## src/rtl/tdc_wb_reader_if.sv

```systemverilog
// Wishbone classic bus bundle between the timestamp reader (master) and the
// opentdc_wb register slave.
//   wbm_cyc_o / wbm_stb_o : cycle and strobe, driven together by the master
//   wbm_we_o              : write enable (reads only, so always 0)
//   wbm_sel_o             : byte selects, 4'hF during a cycle
//   wbm_adr_o             : transaction address, 0 when idle
//   wbm_dat_o             : write data (unused, tied 0)
//   wbm_dat_i             : read data from the slave
//   wbm_ack_i             : slave acknowledge
interface tdc_wb_reader_if;
  logic        wbm_cyc_o;
  logic        wbm_stb_o;
  logic        wbm_we_o;
  logic [3:0]  wbm_sel_o;
  logic [31:0] wbm_adr_o;
  logic [31:0] wbm_dat_o;
  logic [31:0] wbm_dat_i;
  logic        wbm_ack_i;

  modport master (
    output wbm_cyc_o,
    output wbm_stb_o,
    output wbm_we_o,
    output wbm_sel_o,
    output wbm_adr_o,
    output wbm_dat_o,
    input  wbm_dat_i,
    input  wbm_ack_i
  );

  modport slave (
    input  wbm_cyc_o,
    input  wbm_stb_o,
    input  wbm_we_o,
    input  wbm_sel_o,
    input  wbm_adr_o,
    input  wbm_dat_o,
    output wbm_dat_i,
    output wbm_ack_i
  );
endinterface

```

## src/rtl/tdc_wb_reader.sv

```systemverilog
// Wishbone classic single-read initiator that drains timestamps from the
// opentdc_wb slave. It polls the status register and, when bit 0 reports a
// pending timestamp and there is room locally, reads the time register and
// pushes the word into a first-word-fall-through FIFO.
// Ports:
//   wb_clk_i      : the only clock
//   wb_rst_i      : asynchronous active-high reset
//   enable_i      : polling enable, sampled only while idle
//   clr_i         : clears err_timeout_o (a same-edge timeout wins)
//   wbm           : Wishbone master side of the bus
//   fifo_rd_i     : pop the head entry (ignored when empty)
//   fifo_dat_o    : head entry, 0 when empty
//   fifo_empty_o  : FIFO empty flag
//   fifo_full_o   : FIFO full flag
//   err_timeout_o : sticky ack-timeout flag
module tdc_wb_reader #(
  parameter logic [31:0] ADDR_STATUS = 32'h3000_0000,
  parameter logic [31:0] ADDR_TIME   = 32'h3000_0004,
  parameter int unsigned TIMEOUT     = 16,
  parameter int unsigned FIFO_DEPTH  = 4
) (
  input  logic                  wb_clk_i,
  input  logic                  wb_rst_i,
  input  logic                  enable_i,
  input  logic                  clr_i,
  tdc_wb_reader_if.master       wbm,
  input  logic                  fifo_rd_i,
  output logic [31:0]           fifo_dat_o,
  output logic                  fifo_empty_o,
  output logic                  fifo_full_o,
  output logic                  err_timeout_o
);

  localparam int unsigned PtrW = $clog2(FIFO_DEPTH);
  localparam int unsigned CntW = PtrW + 1;
  // Counter value seen on the TIMEOUT-th edge after the strobe went high.
  localparam logic [7:0]  TmoLast = 8'(TIMEOUT - 1);

  typedef enum logic [2:0] {
    StIdle,
    StRdStatus,
    StChk,
    StRdTime,
    StPush
  } state_e;

  state_e             state_q, state_d;
  logic               cyc_q, cyc_d;
  logic [31:0]        adr_q, adr_d;
  logic [31:0]        data_q, data_d;
  logic [7:0]         tmo_cnt_q, tmo_cnt_d;
  logic               err_q, err_d;
  logic               push;
  logic               pop;

  logic [31:0]        mem [FIFO_DEPTH];
  logic [PtrW-1:0]    wr_ptr_q, rd_ptr_q;
  logic [CntW-1:0]    count_q;

  // Bus outputs come straight from registers; idle values are all zero.
  assign wbm.wbm_cyc_o = cyc_q;
  assign wbm.wbm_stb_o = cyc_q;
  assign wbm.wbm_we_o  = 1'b0;
  assign wbm.wbm_sel_o = {4{cyc_q}};
  assign wbm.wbm_adr_o = adr_q;
  assign wbm.wbm_dat_o = 32'h0;

  assign err_timeout_o = err_q;

  always_comb begin
    state_d   = state_q;
    cyc_d     = cyc_q;
    adr_d     = adr_q;
    data_d    = data_q;
    tmo_cnt_d = tmo_cnt_q;
    err_d     = err_q;
    push      = 1'b0;

    if (clr_i) begin
      err_d = 1'b0;
    end

    unique case (state_q)
      StIdle: begin
        if (enable_i && !fifo_full_o) begin
          state_d   = StRdStatus;
          cyc_d     = 1'b1;
          adr_d     = ADDR_STATUS;
          tmo_cnt_d = 8'd0;
        end
      end

      StRdStatus, StRdTime: begin
        if (wbm.wbm_ack_i) begin
          data_d  = wbm.wbm_dat_i;
          cyc_d   = 1'b0;
          adr_d   = 32'h0;
          state_d = (state_q == StRdStatus) ? StChk : StPush;
        end else if (tmo_cnt_q == TmoLast) begin
          // Abandon the cycle; assigned after clr_i so a coincident timeout wins.
          cyc_d   = 1'b0;
          adr_d   = 32'h0;
          err_d   = 1'b1;
          state_d = StIdle;
        end else begin
          tmo_cnt_d = tmo_cnt_q + 8'd1;
        end
      end

      StChk: begin
        // Only fetch the time word when it has somewhere to go, so the slave
        // keeps the timestamp pending while the FIFO is full.
        if (data_q[0] && !fifo_full_o) begin
          state_d   = StRdTime;
          cyc_d     = 1'b1;
          adr_d     = ADDR_TIME;
          tmo_cnt_d = 8'd0;
        end else begin
          state_d = StIdle;
        end
      end

      StPush: begin
        push    = 1'b1;
        state_d = StIdle;
      end

      default: state_d = StIdle;
    endcase
  end

  always_ff @(posedge wb_clk_i or posedge wb_rst_i) begin
    if (wb_rst_i) begin
      state_q   <= StIdle;
      cyc_q     <= 1'b0;
      adr_q     <= 32'h0;
      data_q    <= 32'h0;
      tmo_cnt_q <= 8'd0;
      err_q     <= 1'b0;
    end else begin
      state_q   <= state_d;
      cyc_q     <= cyc_d;
      adr_q     <= adr_d;
      data_q    <= data_d;
      tmo_cnt_q <= tmo_cnt_d;
      err_q     <= err_d;
    end
  end

  // FIFO: pointers wrap naturally because the depth is a power of two.
  assign pop          = fifo_rd_i && !fifo_empty_o;
  assign fifo_empty_o = (count_q == '0);
  assign fifo_full_o  = (count_q == CntW'(FIFO_DEPTH));
  assign fifo_dat_o   = fifo_empty_o ? 32'h0 : mem[rd_ptr_q];

  always_ff @(posedge wb_clk_i or posedge wb_rst_i) begin
    if (wb_rst_i) begin
      wr_ptr_q <= '0;
      rd_ptr_q <= '0;
      count_q  <= '0;
    end else begin
      if (push) begin
        wr_ptr_q <= wr_ptr_q + PtrW'(1);
      end
      if (pop) begin
        rd_ptr_q <= rd_ptr_q + PtrW'(1);
      end
      if (push && !pop) begin
        count_q <= count_q + CntW'(1);
      end else if (pop && !push) begin
        count_q <= count_q - CntW'(1);
      end
    end
  end

  // Storage needs no reset: entries are masked by the empty flag.
  always_ff @(posedge wb_clk_i) begin
    if (push) begin
      mem[wr_ptr_q] <= data_q;
    end
  end

endmodule

```

## src/flat_wrapper.sv

```systemverilog
// flat-port wrapper written by rule: the top's interface ports become plain ports
module tdc_wb_reader_flat 
#(
  parameter logic [31:0] ADDR_STATUS = 32'h3000_0000,
  parameter logic [31:0] ADDR_TIME   = 32'h3000_0004,
  parameter int unsigned TIMEOUT     = 16,
  parameter int unsigned FIFO_DEPTH  = 4
)
  (wb_clk_i, wb_rst_i, enable_i, clr_i, fifo_rd_i, fifo_dat_o, fifo_empty_o, fifo_full_o, err_timeout_o, wbm_wbm_cyc_o, wbm_wbm_stb_o, wbm_wbm_we_o, wbm_wbm_sel_o, wbm_wbm_adr_o, wbm_wbm_dat_o, wbm_wbm_dat_i, wbm_wbm_ack_i);
  tdc_wb_reader_if wbm_i ();
  input  logic wb_clk_i;
  input  logic wb_rst_i;
  input  logic enable_i;
  input  logic clr_i;
  input  logic fifo_rd_i;
  output logic [31:0] fifo_dat_o;
  output logic fifo_empty_o;
  output logic fifo_full_o;
  output logic err_timeout_o;
  output wire logic [$bits(wbm_i.wbm_cyc_o)-1:0] wbm_wbm_cyc_o;
  output wire logic [$bits(wbm_i.wbm_stb_o)-1:0] wbm_wbm_stb_o;
  output wire logic [$bits(wbm_i.wbm_we_o)-1:0] wbm_wbm_we_o;
  output wire logic [$bits(wbm_i.wbm_sel_o)-1:0] wbm_wbm_sel_o;
  output wire logic [$bits(wbm_i.wbm_adr_o)-1:0] wbm_wbm_adr_o;
  output wire logic [$bits(wbm_i.wbm_dat_o)-1:0] wbm_wbm_dat_o;
  input wire logic [$bits(wbm_i.wbm_dat_i)-1:0] wbm_wbm_dat_i;
  input wire logic [$bits(wbm_i.wbm_ack_i)-1:0] wbm_wbm_ack_i;
  assign wbm_wbm_cyc_o = wbm_i.wbm_cyc_o;
  assign wbm_wbm_stb_o = wbm_i.wbm_stb_o;
  assign wbm_wbm_we_o = wbm_i.wbm_we_o;
  assign wbm_wbm_sel_o = wbm_i.wbm_sel_o;
  assign wbm_wbm_adr_o = wbm_i.wbm_adr_o;
  assign wbm_wbm_dat_o = wbm_i.wbm_dat_o;
  assign wbm_i.wbm_dat_i = wbm_wbm_dat_i;
  assign wbm_i.wbm_ack_i = wbm_wbm_ack_i;
  tdc_wb_reader #(.ADDR_STATUS(ADDR_STATUS), .ADDR_TIME(ADDR_TIME), .TIMEOUT(TIMEOUT), .FIFO_DEPTH(FIFO_DEPTH)) u_core (.wb_clk_i(wb_clk_i), .wb_rst_i(wb_rst_i), .enable_i(enable_i), .clr_i(clr_i), .wbm(wbm_i), .fifo_rd_i(fifo_rd_i), .fifo_dat_o(fifo_dat_o), .fifo_empty_o(fifo_empty_o), .fifo_full_o(fifo_full_o), .err_timeout_o(err_timeout_o));
endmodule
```

## config.mk

```make
export PLATFORM = sky130hd
export DESIGN_NAME = tdc_wb_reader_flat
export DESIGN_NICKNAME = d
export VERILOG_FILES = /design/src/rtl/tdc_wb_reader_if.sv /design/src/rtl/tdc_wb_reader.sv /design/src/flat_wrapper.sv
export SDC_FILE = /design/constraint.sdc
export NUM_CORES = 1
export LEC_CHECK = 0
export CAP_MARGIN = 20
export CORE_ASPECT_RATIO = 1.25
export CORE_MARGIN = 2
export CORE_UTILIZATION = 56
export CTS_CLUSTER_SIZE = 25
export DETAILED_ROUTE_END_ITERATION = 8
export PLACE_DENSITY_LB_ADDON = 0.08
export SYNTH_ARGS = -nofsm -noshare
export SYNTH_HDL_FRONTEND = slang
export SYNTH_SLANG_ARGS = --single-unit
```

## constraint.sdc

```tcl
create_clock -name wb_clk_i -period 6.1 [get_ports wb_clk_i]
set_clock_uncertainty 0.1 [all_clocks]
set_input_delay 1.83 -clock wb_clk_i [delete_from_list [all_inputs] [get_ports wb_clk_i]]
set_output_delay 1.83 -clock wb_clk_i [all_outputs]
set_load 0.05 [all_outputs]
```

==> flow_metrics.env <==
export IMPL_status="finished, final reports clean"
export IMPL_layout_commonest_cell="edfxtp_1"
export IMPL_grtUsageMet2_pct=33.1
export IMPL_clock_power_share_pct=22.8
export IMPL_cp_num_buf_inv=2
export IMPL_met1_usage_pct=22.9
export IMPL_met3_usage_pct=5.12
export IMPL_multi_input_comb_area_um2=2090
export IMPL_hold_class="reg2reg"
export IMPL_die_x_um=108
export IMPL_crit_fanout=18
export IMPL_synth_top_area_cell="edfxtp_1"
export IMPL_clk_latency_ps=420
export IMPL_ios=144
export IMPL_fin_nets=575
export IMPL_cts_tree="built"
export IMPL_grt_pass1_wl_um=20200
export IMPL_cts_root_buf="clkbuf_16"
export IMPL_viasPerCell=5.29
export IMPL_critPathCaptureType="primary output"
export IMPL_synth_area_um2=7640
export IMPL_h_tree_depth=4
export IMPL_port_buffer_count=81
export IMPL_first_pass_iters=5
export IMPL_cp_slowest_cell="dfrtp_2"
export IMPL_yosysSeqAreaShare_pct=67.6
export IMPL_p_comb_share_pct=37.8
export IMPL_swShare_pct=37.9
export IMPL_cp_arrival_ps=3060
export IMPL_first_iter_violations=127
export IMPL_power_density_nw_per_um2=543
export IMPL_dp_hpwl_um=7590
export IMPL_worst_slew_pin_slew_ps=942
export IMPL_final_cell_mix="edfxtp_1, clkdlybuf4s50_1, conb_1"
export IMPL_place_congestion=0.767
export IMPL_criticalPathCategory="reg2out"
export IMPL_grt_antenna_before_repair=0
export IMPL_vias=3775
export IMPL_ys_flop_type="edfxtp_1"
export IMPL_tns_ps=0
export IMPL_register_area_um2=5170
export IMPL_seqPwrFrac_pct=39.4
export IMPL_core_area_um2=13300
export IMPL_synth_area_top_cells="edfxtp_1, dfrtp_1, mux4_2"
export IMPL_gr_total_overflow=0
export IMPL_period_share_pct=81.8
export IMPL_finalHoldViolations=0
export IMPL_max_slew_margin_pct=37.0
export IMPL_synth_seq_cells=181
export IMPL_maxCapViolCount=0
export IMPL_wl_per_cell_um=17.8
export IMPL_p_leak_uw=0.00330
export IMPL_grt_use_total_pct=18.9
export IMPL_fmax_mhz=200
export IMPL_crit_required_ps=4170
export IMPL_drc=0
export IMPL_start_util_pct=57.5
export IMPL_setup_ws_ps=1110
export IMPL_grt_pass1_vias=3828
export IMPL_grt_start_max_net_pins=54
export IMPL_p_int_uw=3020
export IMPL_diodes=0
export IMPL_slew_violations=0
export IMPL_cp_start_kind="flip-flop"
export IMPL_cts_buffer_depth=2
export IMPL_place_ws_ps=1470
export IMPL_final_util_pct=67.4
export IMPL_slowest_delay_ps=740
export IMPL_p_switching_uw=1840
export IMPL_ys_warn_count=0
export IMPL_num_fill_cells=935
export IMPL_avgSynthCellArea_um2=17.0
export IMPL_clk_pin_slew_worst_paths_ps=70
export IMPL_wirelength_um=12700
export IMPL_drive_above_1_share_pct=20.8
export IMPL_dieArea_um2=14600
export IMPL_yosysUniqueCellTypes=42
export IMPL_period_needed_ps=4990
export IMPL_crit_family="buffers and inverters"
export IMPL_syn2layout_area_growth_pct=17.1
export IMPL_clock_sinks=181
export IMPL_gr_max_usage_layer="met2"
export IMPL_postCtsSetupRepairBufs=0
export IMPL_yosys_area_top_type_share_pct=50.3
export IMPL_dieHeight_um=135
export IMPL_peakVddDrop_mv=0.431
export IMPL_setup_viol=0
export IMPL_row_count=47
export IMPL_cts_resized_gates=0
export IMPL_postPlaceCellArea_um2=8340
export IMPL_synth_edff_count=128
export IMPL_cts_buffers=17
export IMPL_syn_inst=450
export IMPL_postCtsHoldBufs=0
export IMPL_ant_nets=0
export IMPL_ys_async_sr_fraction_pct=29.3
export IMPL_post_route_cell_area_um2=8950
export IMPL_grt_setup_unrepaired="no"
export IMPL_crit_chain="buf_4 -> mux4_2 -> nor2b_1 -> clkdlybuf4s50_1"
==> kinds of logic after synthesis <==
kind of cell	after synthesis	synth area share, %
compound gates	24	1.98
xor+xnor	6	0.688
fa+ha+maj	7	1.24
buf+inv	92	8.14
flops	181	67.6
mux	67	14.6
other cells	1	0.0491
simple gates	72	5.71
==> final timing paths <==
| check | start | endpoint | slack [ps] | cells past startpoint |
|---|---|---|---|---|
| setup / recovery | u_core.rd_ptr_q[0]$_DFFE_PP0P_ | fifo_dat_o[31] | 1110 | 4 |
| hold / removal | u_core.tmo_cnt_q[7]$_DFFE_PP0P_ | u_core.tmo_cnt_q[7]$_DFFE_PP0P_ | 390 | 1 |
| setup reg to reg | u_core.count_q[0]$_DFFE_PP0P_ | u_core.count_q[2]$_DFFE_PP0P_ | 3590 | 9 |
| hold reg to reg | u_core.tmo_cnt_q[7]$_DFFE_PP0P_ | u_core.tmo_cnt_q[7]$_DFFE_PP0P_ | 390 | 1 |
| max in group asynchronous | wb_rst_i | u_core.rd_ptr_q[0]$_DFFE_PP0P_ | 3540 | 3 |
| min in group asynchronous | wb_rst_i | u_core.data_q[18]$_DFFE_PP0P_ | 1820 | 3 |
==> synthesized netlist by cell type (all sizes together) (2+ instances only) <==
| cell type | n |
|---|---|
| edfxtp | 128 |
| buf | 79 |
| dfrtp | 53 |
| mux2 | 33 |
| mux4 | 32 |
| nor2b | 32 |
| nand2 | 11 |
| inv | 8 |
| a21oi | 7 |
| a31oi | 7 |
| and3 | 6 |
| ha | 6 |
| clkbuf | 5 |
| nand3 | 4 |
| nor3 | 4 |
| o21ai | 4 |
| xnor2 | 4 |
| nor2 | 3 |
| mux2i | 2 |
| or2b | 2 |
| xor2 | 2 |
==> cell type report <==
class	count	area share, %
clock buffers	19	5.06
clock inverters	13	1.79
inverters	8	0.335
multi-input cells	238	23.4
flip-flops and latches	181	57.8
well taps	171	2.39
repair buffers	84	9.31
==> routing by layer <==
layer	vias to the layer above	wire length, um
li1	1716	-
met1	1905	4960
met2	145	6960
met3	9	719
met4	0	99
met5	-	0
==> registers in the layout, summed over array words and instances (netlist names) <==
| name | count |
|---|---|
| u_core.count_q | 3 |
| u_core.data_q | 32 |
| u_core.err_timeout_o | 1 |
| u_core.mem | 128 |
| u_core.rd_ptr_q | 2 |
| u_core.state_q | 3 |
| u_core.tmo_cnt_q | 8 |
| u_core.wbm.wbm_adr_o | 2 |
| u_core.wr_ptr_q | 2 |
==> metrics by stage <==
step	instances	power, uW	hold slack [ps]
final	714	4860	395
after global routing	714	5070	404
after CTS	714	4900	384
after detailed placement	682	3790	373
after global placement	682	3740	358
after floorplan	511	3290	337
==> power groups by stage <==
stage          clock (uW)  sequential (uW)  combinational, uW
3_3_place_gp            0             1920               1830
6_report             1110             1910               1840
4_1_cts              1130             1920               1860
2_1_floorplan           0             1810               1480
5_1_grt              1170             1960               1940
3_5_place_dp            0             1940               1850
(Power assumes the default switching activity.)
